===== config.mk =====
export PLATFORM = sky130hd
export DESIGN_NAME = rv32i_regfile_mp_flat
export DESIGN_NICKNAME = d
export VERILOG_FILES = /design/src/rtl/rv32i_regfile_mp_pkg.sv /design/src/rtl/rv32i_regfile_mp_if.sv /design/src/rtl/rv32i_regfile_mp_ras.sv /design/src/rtl/rv32i_regfile_mp.sv /design/src/flat_wrapper.sv
export SDC_FILE = /design/constraint.sdc
export NUM_CORES = 2
export LEC_CHECK = 0
export BUFFER_PORTS_ARGS = -buffer_cell sky130_fd_sc_hd__buf_4
export CORE_ASPECT_RATIO = 0.7
export CORE_MARGIN = 5
export CORE_UTILIZATION = 40
export CTS_CLUSTER_DIAMETER = 40
export CTS_CLUSTER_SIZE = 40
export DETAILED_ROUTE_END_ITERATION = 12
export HOLD_SLACK_MARGIN = 0.03
export PLACE_DENSITY_LB_ADDON = 0.05
export SLEW_MARGIN = 20
export SYNTH_ARGS = -nofsm -noshare
export SYNTH_HDL_FRONTEND = slang
export SYNTH_SLANG_ARGS = --single-unit

===== constraint.sdc =====
create_clock -name clk -period 4 [get_ports clk]
set_input_delay 0.4 -clock clk [delete_from_list [all_inputs] [get_ports clk]]
set_output_delay 0.4 -clock clk [all_outputs]
set_load 0.1 [all_outputs]

===== src/rtl/rv32i_regfile_mp_pkg.sv =====
// Shared defaults and types for the multi-port RV32I register file and its return-address stack.
package rv32i_regfile_mp_pkg;

    localparam int unsigned DEF_XLEN     = 32;
    localparam int unsigned DEF_REG_BITS = 5;
    localparam int unsigned DEF_NUM_READ = 2;
    localparam int unsigned DEF_RAS_BITS = 3;

    localparam logic [DEF_REG_BITS-1:0] REG_ZERO = '0;

    typedef struct packed {
        logic empty;
        logic full;
        logic ovf;
        logic unf;
    } ras_flags_t;

    localparam ras_flags_t RAS_FLAGS_RST = '{empty: 1'b1, full: 1'b0, ovf: 1'b0, unf: 1'b0};

endpackage


===== src/rtl/rv32i_regfile_mp_if.sv =====
// Decode/writeback/fetch-side signal bundle of the register file; master drives, slave is the register file.
interface rv32i_regfile_mp_if
    import rv32i_regfile_mp_pkg::*;
#(
    parameter int unsigned XLEN     = DEF_XLEN,
    parameter int unsigned REG_BITS = DEF_REG_BITS,
    parameter int unsigned NUM_READ = DEF_NUM_READ
);

    logic                         write;
    logic [REG_BITS-1:0]          rd_addr;
    logic [XLEN-1:0]              data;
    logic [NUM_READ*REG_BITS-1:0] rs_addr;
    logic [NUM_READ*XLEN-1:0]     rs_data;
    logic                         push_ras;
    logic                         pop_ras;
    logic [XLEN-1:0]              pc;
    logic [XLEN-1:0]              ras;
    logic                         ras_empty;
    logic                         ras_full;
    logic                         ras_ovf;
    logic                         ras_unf;

    modport master (
        output write, rd_addr, data, rs_addr, push_ras, pop_ras, pc,
        input  rs_data, ras, ras_empty, ras_full, ras_ovf, ras_unf
    );

    modport slave (
        input  write, rd_addr, data, rs_addr, push_ras, pop_ras, pc,
        output rs_data, ras, ras_empty, ras_full, ras_ovf, ras_unf
    );

endinterface


===== src/rtl/rv32i_regfile_mp_ras.sv =====
// Circular return-address stack: overwrites the oldest entry when full, registered top/flags outputs.
module rv32i_regfile_mp_ras
    import rv32i_regfile_mp_pkg::*;
#(
    parameter int unsigned XLEN     = DEF_XLEN,
    parameter int unsigned RAS_BITS = DEF_RAS_BITS
) (
    input  logic            clk,
    input  logic            rst,
    input  logic            push,
    input  logic            pop,
    input  logic [XLEN-1:0] pc,
    output logic [XLEN-1:0] top,
    output ras_flags_t      flags
);

    localparam int unsigned RAS_DEPTH = 2 ** RAS_BITS;
    localparam int unsigned CNT_BITS  = RAS_BITS + 1;

    logic [XLEN-1:0]     entry [RAS_DEPTH];
    logic [RAS_BITS-1:0] sp, sp_n, wr_ptr;
    logic [CNT_BITS-1:0] count, count_n;
    logic                wr_en_c;
    logic                is_empty_c, is_full_c;
    logic [XLEN-1:0]     top_n;
    ras_flags_t          flags_n;

    assign is_empty_c = (count == '0);
    assign is_full_c  = (count == CNT_BITS'(RAS_DEPTH));

    // Push+pop on an empty stack degrades to a plain push.
    always_comb begin
        sp_n    = sp;
        count_n = count;
        wr_en_c = 1'b0;
        wr_ptr  = sp;
        top_n   = top;
        flags_n = '0;
        if (push && (!pop || is_empty_c)) begin
            sp_n    = sp + RAS_BITS'(1);
            wr_en_c = 1'b1;
            wr_ptr  = sp_n;
            top_n   = pc;
            if (is_full_c) flags_n.ovf = 1'b1;
            else           count_n     = count + CNT_BITS'(1);
        end else if (push && pop) begin
            wr_en_c = 1'b1;
            top_n   = pc;
        end else if (pop) begin
            if (is_empty_c) begin
                flags_n.unf = 1'b1;
            end else begin
                sp_n    = sp - RAS_BITS'(1);
                count_n = count - CNT_BITS'(1);
                top_n   = (count_n == '0) ? '0 : entry[sp_n];
            end
        end
        flags_n.empty = (count_n == '0);
        flags_n.full  = (count_n == CNT_BITS'(RAS_DEPTH));
    end

    // Entry storage carries no reset so it can map onto distributed RAM.
    always_ff @(posedge clk) begin
        if (wr_en_c) entry[wr_ptr] <= pc;
    end

    always_ff @(posedge clk or posedge rst) begin
        if (rst) begin
            sp    <= '0;
            count <= '0;
            top   <= '0;
            flags <= RAS_FLAGS_RST;
        end else begin
            sp    <= sp_n;
            count <= count_n;
            top   <= top_n;
            flags <= flags_n;
        end
    end

endmodule


===== src/rtl/rv32i_regfile_mp.sv =====
// RV32I register file with NUM_READ registered read ports, written-scoreboard and integrated RAS.
// Define RV32I_REGFILE_BYPASS_EN for write-first read-during-write; default is read-first.
module rv32i_regfile_mp
    import rv32i_regfile_mp_pkg::*;
#(
    parameter int unsigned XLEN     = DEF_XLEN,
    parameter int unsigned REG_BITS = DEF_REG_BITS,
    parameter int unsigned NUM_READ = DEF_NUM_READ,
    parameter int unsigned RAS_BITS = DEF_RAS_BITS
) (
    input logic               clk,
    input logic               rst,
    rv32i_regfile_mp_if.slave bus
);

    localparam int unsigned REG_COUNT = 2 ** REG_BITS;

    logic [REG_COUNT-1:0] written;
    logic                 wr_en_c;
    logic [XLEN-1:0]      ras_top;
    ras_flags_t           ras_flags;

    assign wr_en_c = bus.write && (bus.rd_addr != REG_BITS'(REG_ZERO));

    always_ff @(posedge clk or posedge rst) begin
        if (rst)          written <= '0;
        else if (wr_en_c) written[bus.rd_addr] <= 1'b1;
    end

    // One private copy of the array per read port keeps each copy single-read.
    for (genvar k = 0; k < NUM_READ; k++) begin : g_port
        logic [XLEN-1:0]     mem [REG_COUNT];
        logic [REG_BITS-1:0] addr;
        logic [XLEN-1:0]     rdata;

        assign addr = bus.rs_addr[k*REG_BITS +: REG_BITS];

        always_ff @(posedge clk) begin
            if (wr_en_c) mem[bus.rd_addr] <= bus.data;
        end

        always_ff @(posedge clk or posedge rst) begin
            if (rst) begin
                rdata <= '0;
`ifdef RV32I_REGFILE_BYPASS_EN
            end else if (wr_en_c && (bus.rd_addr == addr)) begin
                rdata <= bus.data;
`endif
            end else if ((addr == REG_BITS'(REG_ZERO)) || !written[addr]) begin
                rdata <= '0;
            end else begin
                rdata <= mem[addr];
            end
        end

        assign bus.rs_data[k*XLEN +: XLEN] = rdata;
    end

    rv32i_regfile_mp_ras #(
        .XLEN     (XLEN),
        .RAS_BITS (RAS_BITS)
    ) u_ras (
        .clk   (clk),
        .rst   (rst),
        .push  (bus.push_ras),
        .pop   (bus.pop_ras),
        .pc    (bus.pc),
        .top   (ras_top),
        .flags (ras_flags)
    );

    assign bus.ras       = ras_top;
    assign bus.ras_empty = ras_flags.empty;
    assign bus.ras_full  = ras_flags.full;
    assign bus.ras_ovf   = ras_flags.ovf;
    assign bus.ras_unf   = ras_flags.unf;

endmodule


===== src/flat_wrapper.sv =====
// flat-port wrapper written by rule: the top's interface ports become plain ports
module rv32i_regfile_mp_flat import rv32i_regfile_mp_pkg::*;
#(
    parameter int unsigned XLEN     = DEF_XLEN,
    parameter int unsigned REG_BITS = DEF_REG_BITS,
    parameter int unsigned NUM_READ = DEF_NUM_READ,
    parameter int unsigned RAS_BITS = DEF_RAS_BITS
)
  (clk, rst, bus_write, bus_rd_addr, bus_data, bus_rs_addr, bus_push_ras, bus_pop_ras, bus_pc, bus_rs_data, bus_ras, bus_ras_empty, bus_ras_full, bus_ras_ovf, bus_ras_unf);
  rv32i_regfile_mp_if #(.XLEN(XLEN), .REG_BITS(REG_BITS), .NUM_READ(NUM_READ)) bus_i ();
  input logic clk;
  input logic rst;
  input wire logic [$bits(bus_i.write)-1:0] bus_write;
  input wire logic [$bits(bus_i.rd_addr)-1:0] bus_rd_addr;
  input wire logic [$bits(bus_i.data)-1:0] bus_data;
  input wire logic [$bits(bus_i.rs_addr)-1:0] bus_rs_addr;
  input wire logic [$bits(bus_i.push_ras)-1:0] bus_push_ras;
  input wire logic [$bits(bus_i.pop_ras)-1:0] bus_pop_ras;
  input wire logic [$bits(bus_i.pc)-1:0] bus_pc;
  output wire logic [$bits(bus_i.rs_data)-1:0] bus_rs_data;
  output wire logic [$bits(bus_i.ras)-1:0] bus_ras;
  output wire logic [$bits(bus_i.ras_empty)-1:0] bus_ras_empty;
  output wire logic [$bits(bus_i.ras_full)-1:0] bus_ras_full;
  output wire logic [$bits(bus_i.ras_ovf)-1:0] bus_ras_ovf;
  output wire logic [$bits(bus_i.ras_unf)-1:0] bus_ras_unf;
  assign bus_i.write = bus_write;
  assign bus_i.rd_addr = bus_rd_addr;
  assign bus_i.data = bus_data;
  assign bus_i.rs_addr = bus_rs_addr;
  assign bus_i.push_ras = bus_push_ras;
  assign bus_i.pop_ras = bus_pop_ras;
  assign bus_i.pc = bus_pc;
  assign bus_rs_data = bus_i.rs_data;
  assign bus_ras = bus_i.ras;
  assign bus_ras_empty = bus_i.ras_empty;
  assign bus_ras_full = bus_i.ras_full;
  assign bus_ras_ovf = bus_i.ras_ovf;
  assign bus_ras_unf = bus_i.ras_unf;
  rv32i_regfile_mp #(.XLEN(XLEN), .REG_BITS(REG_BITS), .NUM_READ(NUM_READ), .RAS_BITS(RAS_BITS)) u_core (.clk(clk), .rst(rst), .bus(bus_i));
endmodule

# Yosys cells after proc, flatten, opt, wreduce, memory -nomap -nowiden

Memory sizes are Yosys's and may differ from the RTL's.
Index checks and enable logic that the tools add are counted.

Mux-type cells: 35
Equality and inequality tests: 5
Bitwise logic cells: 1
Add/sub/neg operators: 4
Reduce and logical (&&, ||, !) cells: 20
Order comparisons: 4

Operator list:

| operator                                                   | count |
|---|---|
| two-way mux 32 bit                                         | 7 |
| bitwise OR 32 bit                                          | 1 |
| two-way mux 4 bit                                          | 5 |
| less-than comparator 5 x 6 -> 1 bit, second input constant | 3 |
| two-way mux 1 bit                                          | 15 |
| two-way mux 3 bit                                          | 5 |
| logical NOT 4 bit                                          | 3 |
| binary-select mux 1 bit (select 5 bit)                     | 2 |
| logical NOT 5 bit                                          | 2 |
| equality test 4 bit, second input constant                 | 2 |
| demux 1 bit (select 5 bit)                                 | 1 |
| >= comparator 5 x 1 -> 1 bit, second input constant        | 1 |
| nonzero test 5 bit                                         | 1 |
| adder 4 x 1 -> 4 bit, second input constant                | 1 |
| logical AND 1 bit                                          | 4 |
| subtractor 4 x 1 -> 4 bit, second input constant           | 1 |
| adder 3 x 1 -> 3 bit, second input constant                | 1 |
| logical NOT 1 bit                                          | 3 |
| logical OR 1 bit                                           | 3 |
| != test 3 x 1 -> 1 bit, second input constant              | 1 |
| AND reduction 3 bit                                        | 1 |
| nonzero test 3 bit                                         | 1 |
| subtractor 3 x 1 -> 3 bit, second input constant           | 1 |
| != test 2 x 1 -> 1 bit, second input constant              | 1 |
| 3 further kinds                                            | 3 |

Output and inout bits: 100
Memories: 3
Input port bits: 84
Logic and storage cells: 82
Memory bits (writable): 2304
Register bits: 139

Memories:

| memory               | depth | bits a word | rd ports | clocked after memory_dff | wr ports | RTL line                   | source |
|---|---|---|---|---|---|---|---|
| u_core.g_port[0].mem | 32    | 32          | 1        | 0                        | 1        | rv32i_regfile_mp.sv:32     | `logic [XLEN-1:0] mem [REG_COUNT];` |
| u_core.g_port[1].mem | 32    | 32          | 1        | 0                        | 1        | rv32i_regfile_mp.sv:32     |  |
| u_core.u_ras.entry   | 8     | 32          | 1        | 0                        | 1        | rv32i_regfile_mp_ras.sv:20 | `logic [XLEN-1:0] entry [RAS_DEPTH];` |

# Depth between registers and ports, before layout

Word-level depth: 7
Gate-level depth with buffers: 10
Gate-level depth less buffers: 9

# Modules after synthesis

A second synthesis with hierarchy kept.

Cell total of the unflattened synthesis: 2999
Area, all modules: 62344.8 um^2

Modules (own cells, without submodules):

| module               | cells each | seq. area each (um^2) | area each (um^2) | instances |
|---|---|---|---|---|
| rv32i_regfile_mp     | 2388       | 33126.8               | 50611.0          | 1 |
| rv32i_regfile_mp_ras | 611        | 8764.7                | 11733.8          | 1 |

# Worst setup path after synthesis

OpenSTA, ideal clock, no wires.

Path type: register to register
Start: register u_core.u_ras.sp[0]
End: memory u_core.u_ras.entry[6][0] (netlist bit), enable pin
Arrival: 3828 ps
Cell stages (with the launch flop): 10
Setup time: 421 ps
Required time: 3579 ps
Period minus slack after synthesis: 4249 ps
Buffers on the path: 4
Slack: -249 ps
Cells stage by stage: dfrtp_1 > buf_2 > buf_2 > inv_1 > ha_1 > buf_1 > clkbuf_1 > mux2i_1 > or2_2 > nor2_1

Longest elaborated chain between the ends: 2

RTL lines:

| element                | RTL line                   | source |
|---|---|---|
| start, declared        | rv32i_regfile_mp_ras.sv:21 | `logic [RAS_BITS-1:0] sp, sp_n, wr_ptr;` |
| start signal, assigned | rv32i_regfile_mp_ras.sv:74 | `sp <= sp_n;` |
| adder 3 x 1 -> 3 bit   | rv32i_regfile_mp_ras.sv:40 | `sp_n = sp + RAS_BITS'(1);` |
| two-way mux 3 bit (*)  | rv32i_regfile_mp_ras.sv:39 | `if (push && (!pop \|\| is_empty_c)) begin` |
| end, declared          | rv32i_regfile_mp_ras.sv:20 |  |

Mark *: on every way between the ends. The rest lies on a longest branch, timed or not.

# Final worst setup path

Start: register u_core.u_ras.count[1]
End: memory u_core.u_ras.entry[6][22] (netlist bit), enable pin

Longest elaborated chain between the ends: 6
Elaborated cells between the ends (all ways): 7
Those cells by class: 4 x mux; 3 x reduce/logical

RTL lines:

| element                                 | RTL line                   | source |
|---|---|---|
| start, declared                         | rv32i_regfile_mp_ras.sv:22 | `logic [CNT_BITS-1:0] count, count_n;` |
| start signal, assigned                  | rv32i_regfile_mp_ras.sv:75 | `count <= count_n;` |
| logical NOT 4 bit (*)                   | rv32i_regfile_mp_ras.sv:28 | `assign is_empty_c = (count == '0);` |
| logical OR 1 bit (*)                    | rv32i_regfile_mp_ras.sv:39 |  |
| logical AND 1 bit (*)                   | rv32i_regfile_mp_ras.sv:39 |  |
| two-way mux 1 bit                       | rv32i_regfile_mp_ras.sv:39 |  |
| two-way mux 1 bit                       | rv32i_regfile_mp_ras.sv:64 | `if (wr_en_c) entry[wr_ptr] <= pc;` |
| two-way mux 1 bit (not written as such) | rv32i_regfile_mp_ras.sv:64 |  |

Marked as above.

==> impl_metrics.toml <==
[die]
row_count = 121
die_y_um = 340.5
io_pins = 184
core_um2 = 155300
die-area_um2 = 164200
die_w_um = 482.1
initial_core_util_pct = 40.18

[layout]
fin_nets = 3403
layout_commonest_cell = "edfxtp_1"
final_core_util_pct = 47.46
drive_gt1_share_pct = 39.41
area_delta_synth_final_pct = 18.11
final_cell_mix = "1280 x edfxtp_1, 642 x mux4_2, 260 x buf_4"

[grt]
antenna_found_initial = 13
grt.total_usage_pct = 23.32
grt_overflow = 0
grt_use_met3_pct = 5.155
grt_use_met1_pct = 33.96
grt_pass1_wl_um = 270500
busiest_layer = "met2"
grt_pass1_vias = 35210
grt_max_degree = 95
grtUsageMet2_pct = 35.85

[min_path]
min_to = "u_core.g_port[1].rdata[17]"
min_from = "bus_rs_addr[8]"
whs_path_depth = 3
hold_path.class = "primary input to flip-flop"

[worst_setup_path]
critPathBufInv = 2
r2r_setup_slack_ns = 0.85
cp_data_arrival_time_ns = 3.57
critPathCaptureType = "flip-flop"
crit_path_start_kind = "flip-flop"
crit_type = "flip-flop to flip-flop"
r2r_start = "u_core.u_ras.count[1]"
required_ns = 4.42
slowest_stage = "buf_4"
worstReg2RegEnd = "u_core.u_ras.entry[6][22]"
path_cells = "inv_1 -> ha_1 -> or3b_1 -> nand2_1 -> nand2_1 -> ha_1 -> nand2b_1 -> nor2_4 -> buf_4"
crit_family = "simple AND/OR/NAND/NOR gates"
reg2regPathDepth = 9
crit_fanout = 32
slowest_delay_ns = 0.47

[clock_network]
h-tree-depth = 4
cts_tree = "built"
hold_buffers = 66
cts_num_sinks = 1418
clock_latency_ns = 0.79
clkSlewWorstSetupHoldPaths_ns = 0.06
post_cts_buffers = 0
cts_resized = 0
clock_path_buffers = 3
cts-buffers-inserted = 164
cts-root-buf = "clkbuf_16"

[routing]
dr.pass1.iters = 5
vias = 33760
routed_wirelength_um = 190800
wl_per_cell_um = 34.42
drtIter0Drc = 3536
ant_nets = 0
avgViaCountPerCell = 6.092
remaining_drc_errors = 0

[logic_synthesis]
yosysUniqueCellTypes = 55
ys_seq_area_share_pct = 67.11
synth-edff-count = 1280
syn_area_um2 = 62420
netlist_instances = 2948
ys.flop_type = "edfxtp_1"
synthArstFlopShare_pct = 9.732
synth-seq-cells = 1418
yosysWarningCount = 0
syn_avg_cell_area_um2 = 21.17

[timing]
fin_crit_ns = 3.147
finClkSkew_ns = 0.02639
setup_viol = 0
tightestPinTransition_ns = 1.053
max_freq_mhz = 317.7
slew_viol_final = 0
hold_violations = 0
grt_setup_unrepaired = "no"
timing.final.ws_setup_ns = 0.8526
slew-limit-headroom_pct = 29.80
fin_crit_sh_pct = 78.69

[pwr]
p_leak_nw = 24.48
peakVddDrop_uv = 648.5
powerDensity_nw_per_um2 = 557.0
totalPowerFinal_mw = 41.07

[placed_design]
portBuffers = 183
globalplace.congestion = 0.7680
dp_slack_ns = 0.8620
dp_hpwl_um = 107500

[status]
status = "complete, no violations"

[job]
cap_violations = 0
[cell usage after synthesis, types with 4 or more instances]
cell type  count  area share, %
nand2b_1      34           0.34
dfrtp_1      137            5.5
mux2_1         4          0.072
mux2_2        48           0.87
buf_4         27           0.32
clkbuf_1      86           0.52
a21oi_1       37           0.30
nor2b_1       14           0.14
nand3_1        8          0.064
a22o_1        10           0.14
mux4_2       642             23
inv_1         38           0.23
a22oi_1       27           0.32
a221oi_1      32           0.45
buf_1         14          0.084
ha_1           7           0.14
mux2i_1      163            2.6
o211ai_1      22           0.26
or2_2         33           0.33
o21ai_0       11          0.088
nand2_1       17           0.10
nor3b_1        4          0.048
nor2_1        78           0.47
nor3_1        15           0.12
o22ai_1       12           0.12
edfxtp_1    1280             62
and4b_1       22           0.35
buf_2         81           0.65
[registers in the layout, indices dropped and copies added, names as in the netlist]
signal and flops:
u_core.g_port.mem 1024, u_core.g_port.rdata 64, u_core.u_ras.count 4, u_core.u_ras.entry 256
u_core.u_ras.flags 4, u_core.u_ras.sp 3, u_core.u_ras.top 32, u_core.written 31
[report_power, final]
part | switching [mW] | internal [mW]
Clock | 6.45 | 9.04
Combinational | 4.91 | 3.04
Sequential | 0.440 | 17.2
[worst max-delay path by stage]
stage                          startpoint                        end  cells past startpoint
finish              u_core.u_ras.count[1]  u_core.u_ras.entry[6][22]                      9
global route        u_core.u_ras.count[1]  u_core.u_ras.entry[6][22]                      9
CTS                 u_core.u_ras.count[1]   u_core.u_ras.entry[6][3]                      9
detailed placement  u_core.u_ras.count[1]  u_core.u_ras.entry[6][19]                      9
global placement    u_core.u_ras.count[1]  u_core.u_ras.entry[4][19]                      9
floorplan              u_core.u_ras.sp[0]   u_core.u_ras.entry[6][0]                      9
[per-stage QoR]
step                      hold slack, ns  cell area [um2]  cells  TNS (ns)
after floorplan                   0.4539            62540   2979    -15.93
after global placement            0.4726            67440   5171         0
after detailed placement          0.4730            67440   5171         0
after CTS                         0.1053            73710   5537         0
after global routing              0.1450            73720   5540         0
final                             0.1822            73730   5542         0
[final cells by class]
cell class / count / area [um2]
fill: 12790 / 81610
sequential: 1418 / 41900
multi-input combinational: 1311 / 19820
clock buffer: 187 / 4325
timing repair buffer: 378 / 3620
tap: 2091 / 2616
clock inverter: 113 / 1285
inverter: 39 / 150.1
antenna: 5 / 12.51
[worst register-to-register path, delay by kind of cell, from the launching register on]
family / cells / cell delay (ns)
simple gates: 5 / 1.13
fa+ha+maj: 2 / 0.59
buf+inv: 2 / 0.59
flops: 1 / 0.45
[per-layer routing]
layer / wire [um] / vias up
met2: 88610 / 1520
li1: - / 13440
met1: 82860 / 18510
met5: 0 / -
met3: 14820 / 295
met4: 4487 / 0
[cell families after synthesis]
family	Yosys count	share of synthesized area (%)
flops	1418	67.11
mux	857	26.72
buf+inv	250	1.864
simple gates	243	2.183
compound gates	166	1.888
fa+ha+maj	9	0.1724
xor+xnor	4	0.05614
other cells	1	0.006008
(Power assumes the default switching activity.)
